===== src/rtl/amba_ahb_master.sv =====
// ---------------------------------------------------------------------------
// AmbaAhbMaster : AHB-Lite bus initiator
//
// Turns a command (start address, direction, size, beat count) into a
// NONSEQ/SEQ burst with the usual pipelined address and data phases. It pulls
// one write word per beat from the command side and returns read beats as
// single-cycle pulses. It honours slave wait states and the two-cycle ERROR
// response. On an ERROR response the rest of the burst is cancelled.
//
// Ports
//   hclk, hresetn       bus clock, asynchronous active-low reset
//   haddr .. hwdata     AHB-Lite master outputs (hprot is constant)
//   hrdata/hready/hresp AHB-Lite slave responses
//   cmd_*               command handshake; accepted on cmd_valid & cmd_ready
//   wr_ready/wr_data    wr_data is sampled into hwdata when wr_ready is high
//   rd_valid/rd_data    one pulse per read beat, rd_data registered
//   done/err            end of command pulse; err flags an aborted burst
// ---------------------------------------------------------------------------
module amba_ahb_master #(
    parameter int AW = 32,
    parameter int DW = 32,
    parameter int RW = 2,
    parameter int LW = 5
) (
    input  logic          hclk,
    input  logic          hresetn,
    output logic [AW-1:0] haddr,
    output logic [1:0]    htrans,
    output logic          hwrite,
    output logic [2:0]    hsize,
    output logic [2:0]    hburst,
    output logic [3:0]    hprot,
    output logic [DW-1:0] hwdata,
    input  logic [DW-1:0] hrdata,
    input  logic          hready,
    input  logic [RW-1:0] hresp,
    input  logic          cmd_valid,
    output logic          cmd_ready,
    input  logic [AW-1:0] cmd_addr,
    input  logic          cmd_write,
    input  logic [2:0]    cmd_size,
    input  logic [LW-1:0] cmd_len,
    output logic          wr_ready,
    input  logic [DW-1:0] wr_data,
    output logic          rd_valid,
    output logic [DW-1:0] rd_data,
    output logic          done,
    output logic          err
);

    localparam logic [1:0] S_IDLE  = 2'd0;
    localparam logic [1:0] S_ADDR  = 2'd1;
    localparam logic [1:0] S_DRAIN = 2'd2;
    localparam logic [1:0] S_ERR   = 2'd3;

    localparam logic [1:0] HT_IDLE   = 2'b00;
    localparam logic [1:0] HT_NONSEQ = 2'b10;
    localparam logic [1:0] HT_SEQ    = 2'b11;

    localparam logic [2:0] HB_SINGLE = 3'b000;
    localparam logic [2:0] HB_INCR   = 3'b001;

    localparam logic [RW-1:0] RESP_OKAY  = RW'(0);
    localparam logic [RW-1:0] RESP_ERROR = RW'(1);

    logic [1:0]    r_state;
    logic [AW-1:0] r_haddr;
    logic [1:0]    r_htrans;
    logic          r_hwrite;
    logic [2:0]    r_hsize;
    logic [2:0]    r_hburst;
    logic [DW-1:0] r_hwdata;
    logic [LW-1:0] r_remain;
    logic          r_dphase;
    logic          r_rd_valid;
    logic [DW-1:0] r_rd_data;
    logic          r_done;
    logic          r_err;

    logic [AW-1:0] w_lowmask;
    logic [AW-1:0] w_next_addr;
    logic [LW-1:0] w_len;
    logic          w_err_first;
    logic          w_addr_acc;

    // Start address is aligned to the transfer size; a zero length is one beat.
    assign w_lowmask   = (AW'(1) << cmd_size) - AW'(1);
    assign w_len       = (cmd_len == '0) ? LW'(1) : cmd_len;
    assign w_next_addr = r_haddr + (AW'(1) << r_hsize);

    // r_dphase is only set in ADDR/DRAIN/ERR, so this flags the first ERROR cycle.
    assign w_err_first = r_dphase && !hready && (hresp == RESP_ERROR);
    // In ADDR htrans is always NONSEQ or SEQ, so hready alone accepts the phase.
    assign w_addr_acc  = (r_state == S_ADDR) && hready;

    assign haddr     = r_haddr;
    assign htrans    = r_htrans;
    assign hwrite    = r_hwrite;
    assign hsize     = r_hsize;
    assign hburst    = r_hburst;
    assign hprot     = 4'b0011;
    assign hwdata    = r_hwdata;
    assign cmd_ready = (r_state == S_IDLE);
    assign wr_ready  = w_addr_acc && r_hwrite;
    assign rd_valid  = r_rd_valid;
    assign rd_data   = r_rd_data;
    assign done      = r_done;
    assign err       = r_err;

    always_ff @(posedge hclk or negedge hresetn) begin
        if (!hresetn) begin
            r_state    <= S_IDLE;
            r_haddr    <= '0;
            r_htrans   <= HT_IDLE;
            r_hwrite   <= 1'b0;
            r_hsize    <= 3'd0;
            r_hburst   <= HB_SINGLE;
            r_hwdata   <= '0;
            r_remain   <= '0;
            r_dphase   <= 1'b0;
            r_rd_valid <= 1'b0;
            r_rd_data  <= '0;
            r_done     <= 1'b0;
            r_err      <= 1'b0;
        end else begin
            r_rd_valid <= 1'b0;
            r_done     <= 1'b0;
            r_err      <= 1'b0;
            case (r_state)
                S_IDLE: begin
                    if (cmd_valid) begin
                        r_haddr  <= cmd_addr & ~w_lowmask;
                        r_htrans <= HT_NONSEQ;
                        r_hwrite <= cmd_write;
                        r_hsize  <= cmd_size;
                        r_hburst <= (w_len == LW'(1)) ? HB_SINGLE : HB_INCR;
                        r_remain <= w_len;
                        r_dphase <= 1'b0;
                        r_state  <= S_ADDR;
                    end
                end
                S_ADDR, S_DRAIN: begin
                    if (w_err_first) begin
                        // Cancel the pending address phase and wait out the ERROR.
                        r_htrans <= HT_IDLE;
                        r_state  <= S_ERR;
                    end else if (hready) begin
                        if (r_dphase && !r_hwrite && (hresp == RESP_OKAY)) begin
                            r_rd_data  <= hrdata;
                            r_rd_valid <= 1'b1;
                        end
                        if (r_state == S_ADDR) begin
                            if (r_hwrite) begin
                                r_hwdata <= wr_data;
                            end
                            r_dphase <= 1'b1;
                            if (r_remain > LW'(1)) begin
                                r_haddr  <= w_next_addr;
                                // Crossing a 1KB boundary restarts the burst.
                                r_htrans <= (w_next_addr[9:0] == 10'd0) ? HT_NONSEQ : HT_SEQ;
                                r_remain <= r_remain - LW'(1);
                            end else begin
                                r_htrans <= HT_IDLE;
                                r_state  <= S_DRAIN;
                            end
                        end else begin
                            r_dphase <= 1'b0;
                            r_done   <= 1'b1;
                            r_state  <= S_IDLE;
                        end
                    end
                end
                default: begin
                    if (hready) begin
                        r_dphase <= 1'b0;
                        r_done   <= 1'b1;
                        r_err    <= 1'b1;
                        r_state  <= S_IDLE;
                    end
                end
            endcase
        end
    end

endmodule


===== config.mk =====
export PLATFORM = sky130hd
export DESIGN_NAME = amba_ahb_master
export DESIGN_NICKNAME = d
export VERILOG_FILES = /design/src/rtl/amba_ahb_master.sv
export SDC_FILE = /design/constraint.sdc
export NUM_CORES = 1
export LEC_CHECK = 0
export ABC_AREA = 1
export BUFFER_PORTS_ARGS = -buffer_cell sky130_fd_sc_hd__buf_4
export CAP_MARGIN = 25
export CORE_UTILIZATION = 25
export CTS_CLUSTER_SIZE = 16
export DETAILED_ROUTE_END_ITERATION = 8
export PLACE_DENSITY = 0.48
export REMOVE_ABC_BUFFERS = 1
export SKIP_LAST_GASP = 1
export SLEW_MARGIN = 10
export SYNTH_ARGS = -nofsm -noshare
export SYNTH_HDL_FRONTEND = slang
export SYNTH_SLANG_ARGS = --single-unit
export TNS_END_PERCENT = 30

===== constraint.sdc =====
create_clock -name hclk -period 4.4 [get_ports hclk]
set_input_delay 0.44 -clock hclk [delete_from_list [all_inputs] [get_ports hclk]]
set_output_delay 0.44 -clock hclk [all_outputs]
set_load 0.01 [all_outputs]

### Word level (Yosys, flattened, before mapping)

Cells that the tools add are included.

| cells by class | value |
|---|---|
| muxes and demuxes | 44 |
| $add $sub $neg | 3 |
| $lt $le $gt $ge | 1 |
| bitwise logic cells | 3 |
| shift-type cells | 2 |
| equal/unequal tests | 12 |
| reductions and logical operators | 24 |

Operators with widths:

| kind | number |
|---|---|
| $mux W32 | 5 |
| $pmux W32 S2 | 1 |
| $shl A1 B3 Y32 const A | 2 |
| $add A32 B32 Y32 | 1 |
| $and A32 B32 Y32 | 1 |
| $not A32 Y32 | 1 |
| $sub A32 B2 Y32 const B | 1 |
| $mux W5 | 6 |
| $mux W2 | 11 |
| $mux W1 | 16 |
| $reduce_and A4 Y1 | 4 |
| $logic_not A10 Y1 | 1 |
| $ne A2 B2 Y1 const B | 5 |
| $pmux W5 S2 | 1 |
| $pmux W2 S2 | 2 |
| $logic_and A1 B1 Y1 | 6 |
| $ne A3 B3 Y1 const B | 2 |
| $reduce_and A6 Y1 | 1 |
| $eq A5 B1 Y1 const B | 1 |
| $gt A5 B1 Y1 const B | 1 |
| $logic_not A5 Y1 | 1 |
| $reduce_and A5 Y1 | 1 |
| $sub A5 B1 Y5 const B | 1 |
| $eq A2 B1 Y1 const B | 2 |
| other kinds (11) | 15 |

| storage, ports and cells | value |
|---|---|
| output and inout port bits | 114 |
| bits of input ports | 111 |
| bits in registers | 116 |
| logic and storage cells | 102 |

### Logic depth before layout (Yosys ltp)

| logic depth | value |
|---|---|
| word-level depth | 9 |
| gate-level depth with buffers | 15 |
| depth with buffers taken out | 15 |

### Least setup slack after synthesis

Ideal clock, no wire load.

| path | value |
|---|---|
| path type | reg2reg |
| start point | register r_hsize[2], in the netlist hsize[2] |
| end point | register r_haddr[26], in the netlist haddr[26] |
| buffers on the path | 0 |
| clock period less this slack | 2.101 ns |
| slack | 2.299 ns |
| data required time | 4.268 ns |
| cell stages (with the launch flop) | 14 |
| library setup time | 0.132 ns |
| data arrival time | 1.969 ns |
| path through | dfrtp_1 -> inv_1 -> nor3_1 -> ha_1 -> nand2_1 -> inv_1 -> a21oi_1 -> nand2_2 -> nand2_2 -> nor2_1 -> nand2_1 -> nand3_1 -> nand2_1 -> o21ai_0 |

| between the ends | value |
|---|---|
| cells in the longest elaborated chain, start to end | 7 |

Ends and longest elaborated chain:

| item | RTL line | RTL |
|---|---|---|
| from (decl) | 70 | `logic [2:0] r_hsize;` |
| from (signal assigned) | 135 | `r_hsize <= cmd_size;` |
| $shl A1 B3 Y32 | 89 | `assign w_next_addr = r_haddr + (AW'(1) << r_hsize);` |
| $add A32 B32 Y32 | 89 |  |
| $mux W32 | 157 | `if (r_remain > LW'(1)) begin` |
| $mux W32 | 152 | `if (r_state == S_ADDR) begin` |
| $mux W32 | 147 | `end else if (hready) begin` |
| $mux W32 | 143 | `if (w_err_first) begin` |
| $pmux W32 S2 | 129 | `case (r_state)` |
| to (signal assigned) | 132 | `r_haddr <= cmd_addr & ~w_lowmask;` |
| to (signal assigned) | 158 | `r_haddr <= w_next_addr;` |
| to (decl) | 67 | `logic [AW-1:0] r_haddr;` |

No other way between the ends. The select of a mux whose other input is x is not followed.
A chain may end at the register's enable or synchronous reset.

### Final worst setup path

| path | value |
|---|---|
| start point | register r_state[0] |
| end point | register r_haddr[15], in the netlist haddr[15] |

| between the ends | value |
|---|---|
| cells in the longest elaborated chain, start to end | 4 |
| elaborated cells on any way between the ends | 12 |
| classes of those cells | eq/ne (7); mux (1); reduce/logical (4) |

Ends and longest elaborated chain:

| item | RTL line | RTL |
|---|---|---|
| from (decl) | 66 | `logic [1:0] r_state;` |
| from (signal assigned) | 112 | `r_state <= S_IDLE;` |
| from (signal assigned) | 139 | `r_state <= S_ADDR;` |
| from (signal assigned) | 146 | `r_state <= S_ERR;` |
| $eq A2 B1 Y1 / $eq A2 B2 Y1 (equally long branches) | 129, 152 |  |
| $reduce_or A2 Y1 | 129 |  |
| $ne A2 B2 Y1 (no line) / $reduce_bool A2 Y1 (equally long branches) | -- |  |
| $reduce_and A6 Y1 (no line) | -- |  |

Parallel ways exist; a longest one is shown, timed or not.

==> impl_metrics.tcl <==
set metrics [dict create \
    diodes 0 \
    start_kind "register" \
    final_common_cell "nand2_1" \
    ys_ff_latch 114 \
    peakVddDrop_v 0.000253 \
    dieArea_um2 25700 \
    most-common-layout-cells "nand2_1, buf_4, dfrtp_1" \
    wl_per_cell_um 14.5 \
    synth_area_leaders "dfrtp_1, nand2_1, mux2_2" \
    clkSlewWorstSetupHoldPaths_ns 0.06 \
    core_area_um2 24500 \
    tightest_slew_ns 0.747 \
    yosysWarnings 0 \
    syn_area_per_cell_um2 7.70 \
    synth.largest_area_cell "dfrtp_1" \
    dpl.hpwl_mm 14.5 \
    setup_viol 0 \
    via_per_inst 4.41 \
    r2r-start "r_state[0]" \
    status "complete, no violations" \
    grt_usage_pct 15.9 \
    grt_max_degree 71 \
    crit_required_ns 4.69 \
    dp.cells 1333 \
    max_freq_mhz 321 \
    ant_nets 0 \
    maxSlewViolCount 0 \
    fin_setup_tns_ns 0 \
    max_slew_margin_pct 50.0 \
    vias 6028 \
    seqPwrFrac_pct 29.8 \
    drt_wl_total_mm 19.8 \
    slowest_delay_ns 0.72 \
    layout.nets 1158 \
    port_buffers 218 \
    cellPowerDensity_nw_per_um2 752 \
    p_sw_w 0.00281 \
    clock_tree.htree_level_count 4 \
    power.clock.fraction_pct 23.2 \
    clockBufferDepth 2 \
    antenna_found_initial 2 \
    worst_r2r_path_depth 10 \
    cp_cell_sequence "inv_1 > ha_2 > inv_2 > o22ai_2 > nor2_1 > nand2_2 > inv_2 > o21ai_0 > nand2_1 > nand2_1" \
    n_fill_cell 2608 \
    cts_tree "yes" \
    cts.sinks 114 \
    cp_max_fo 39 \
    area_growth_pct 41.6 \
    pre_cts_slack_ns 1.24 \
    crit_end "haddr[15]" \
    cts_setup_buffers 0 \
    fin_skew_ns 0.0102 \
    die_h_um 160 \
    place_area_um2 8200 \
    finalWeightedCongestion 0.808 \
    regArea_um2 2850 \
    slowest_stage "inv_2" \
    rows 57 \
    drive_above_1_share_pct 29.1 \
    reg2reg_slack_ns 1.29 \
    drc 0 \
    criticalPathCategory "reg -> reg" \
    leakagePower_nw 4.67 \
    fin_crit_ns 3.11 \
    instances_no_fill 1367 \
    ys_types 39 \
    crit_start "r_state[0]" \
    max-cap-violations 0 \
    start_util_pct 25.6 \
    ys_seq_area_share_pct 45.5 \
    intPower_w 0.00387 \
    syn-cell-area_um2 6270 \
    clock_latency_ns 0.41 \
    worstHoldPathType "in -> reg" \
    syn_inst 814 \
    dr.pass1.iters 7 \
    multi_input_comb_area_um2 2950 \
    min_period_over_period_pct 70.7 \
    layout_setup_ws_ns 1.29 \
    synth.top_cell.area_share_pct 45.5 \
    setup.worst_path.end_class "register" \
    fp.dieW_um 160 \
    grt-ovfl-total 0 \
    rsz0062_at_grt "false" \
    p_comb_share_pct 47.0 \
    whs_path_depth 3 \
    timing.rr.end "haddr[15]" \
    hold_violations 0 \
    drt_iter0_markers 256 \
    num_io_pins 225 \
    cts_root_buffer "clkbuf_16" \
    grt_pass1_vias 6119 \
    grt_pass1_wl_mm 32.1 \
    numCtsBuffers 17 \
    cp.arrival_ns 3.40 \
    swShare_pct 42.1 \
    fin_area_um2 8880 \
    power_w 0.00668 \
]
## worst min-delay path by stage
stage,from,to,slack [ns]
final,hrdata[20],rd_data[20],0.21
after detailed placement,rd_data[30],rd_data[30],0.47
after CTS,hrdata[20],rd_data[20],0.19
after floorplan,hresetn,done,0.14
after global routing,hrdata[1],rd_data[1],0.20
after global placement,rd_data[0],rd_data[0],0.46
## metal layers
| metal | share of wire (%) | GRT usage (%) | wire length (µm) |
|---|---|---|---|
| met5 | 0.15 | 0 | 30 |
| met4 | 1.7 | 5.54 | 330 |
| met3 | 7.9 | 5.76 | 1570 |
| met2 | 47 | 25.3 | 9210 |
| met1 | 44 | 19.7 | 8650 |
## cell type report
cell class / instances / share of cell area [%]
inverters: 83 / 3.51
clock buffers: 17 / 4.79
repair buffers: 225 / 19.3
multi-input cells: 589 / 33.2
clock inverters: 15 / 2.49
well taps: 324 / 4.57
flip-flops and latches: 114 / 32.1
## Yosys cell counts, drive strengths merged
library cell	n
a22o	1
nand3	54
conb	2
xor2	2
mux2	33
a32oi	1
a31oi	7
and3	2
a21oi	25
dfrtp	114
buf	21
a21boi	2
a22oi	1
inv	83
and2	1
ha	16
o22ai	3
o31ai	2
or2	2
nor4	2
xnor2	1
nand2	284
nor3	17
nor2	71
nand4	13
o21ai	36
clkbuf	11
fa	1
nand3b	4
o211ai	2
## power by group through the flow
| stage | registers, W | clock network (W) | logic (W) |
|---|---|---|---|
| global route | 0.00207 | 0.00163 | 0.00357 |
| global placement | 0.00200 | 0 | 0.00315 |
| detailed placement | 0.00200 | 0 | 0.00318 |
| CTS | 0.00200 | 0.00159 | 0.00319 |
| finish | 0.00199 | 0.00155 | 0.00314 |
| floorplan | 0.00209 | 0 | 0.00169 |
## flip-flops by register name, indices dropped and copies added, names as in the netlist
name / flops
done: 1
err: 1
haddr: 32
hburst: 1
hsize: 3
htrans: 2
hwdata: 32
hwrite: 1
r_dphase: 1
r_remain: 5
r_state: 2
rd_data: 32
rd_valid: 1
## timing repair
item / 4_1_cts / 5_1_grt
resized for setup: 0 / 0
endpoints found under the hold margin: 0 / 22
hold buffers: 0 / 1
## critical path: cells and delay by family, from the launching register on
family          cells  cell delay, ns
buf+inv             3            1.21
simple gates        4            0.72
flops               1            0.41
compound gates      2            0.35
fa+ha+maj           1            0.29
## stage by stage
stage / utilization, % / hold WS [ns]
finish: 36.3 / 0.211
CTS: 36.1 / 0.195
global route: 36.3 / 0.200
detailed placement: 33.5 / 0.469
global placement: 33.5 / 0.465
floorplan: - / 0.144
## cells by family (layout without fill, tap and decap cells)
| logic type | after synthesis | in the layout | share of synthesized area (%) |
|---|---|---|---|
| AOI/OAI and AO/OA | 80 | 80 | 7.14 |
| xor gates and xnor gates | 3 | 3 | 0.419 |
| adders and majority gates | 17 | 17 | 3.51 |
| muxes | 33 | 33 | 5.93 |
| other | 2 | 6 | 0.120 |
| and+or+nand+nor | 450 | 450 | 29.6 |
| DFF | 114 | 114 | 45.5 |
| buffers and inverters | 115 | 340 | 7.74 |
Note: power is estimated with default switching activity, not from simulation.
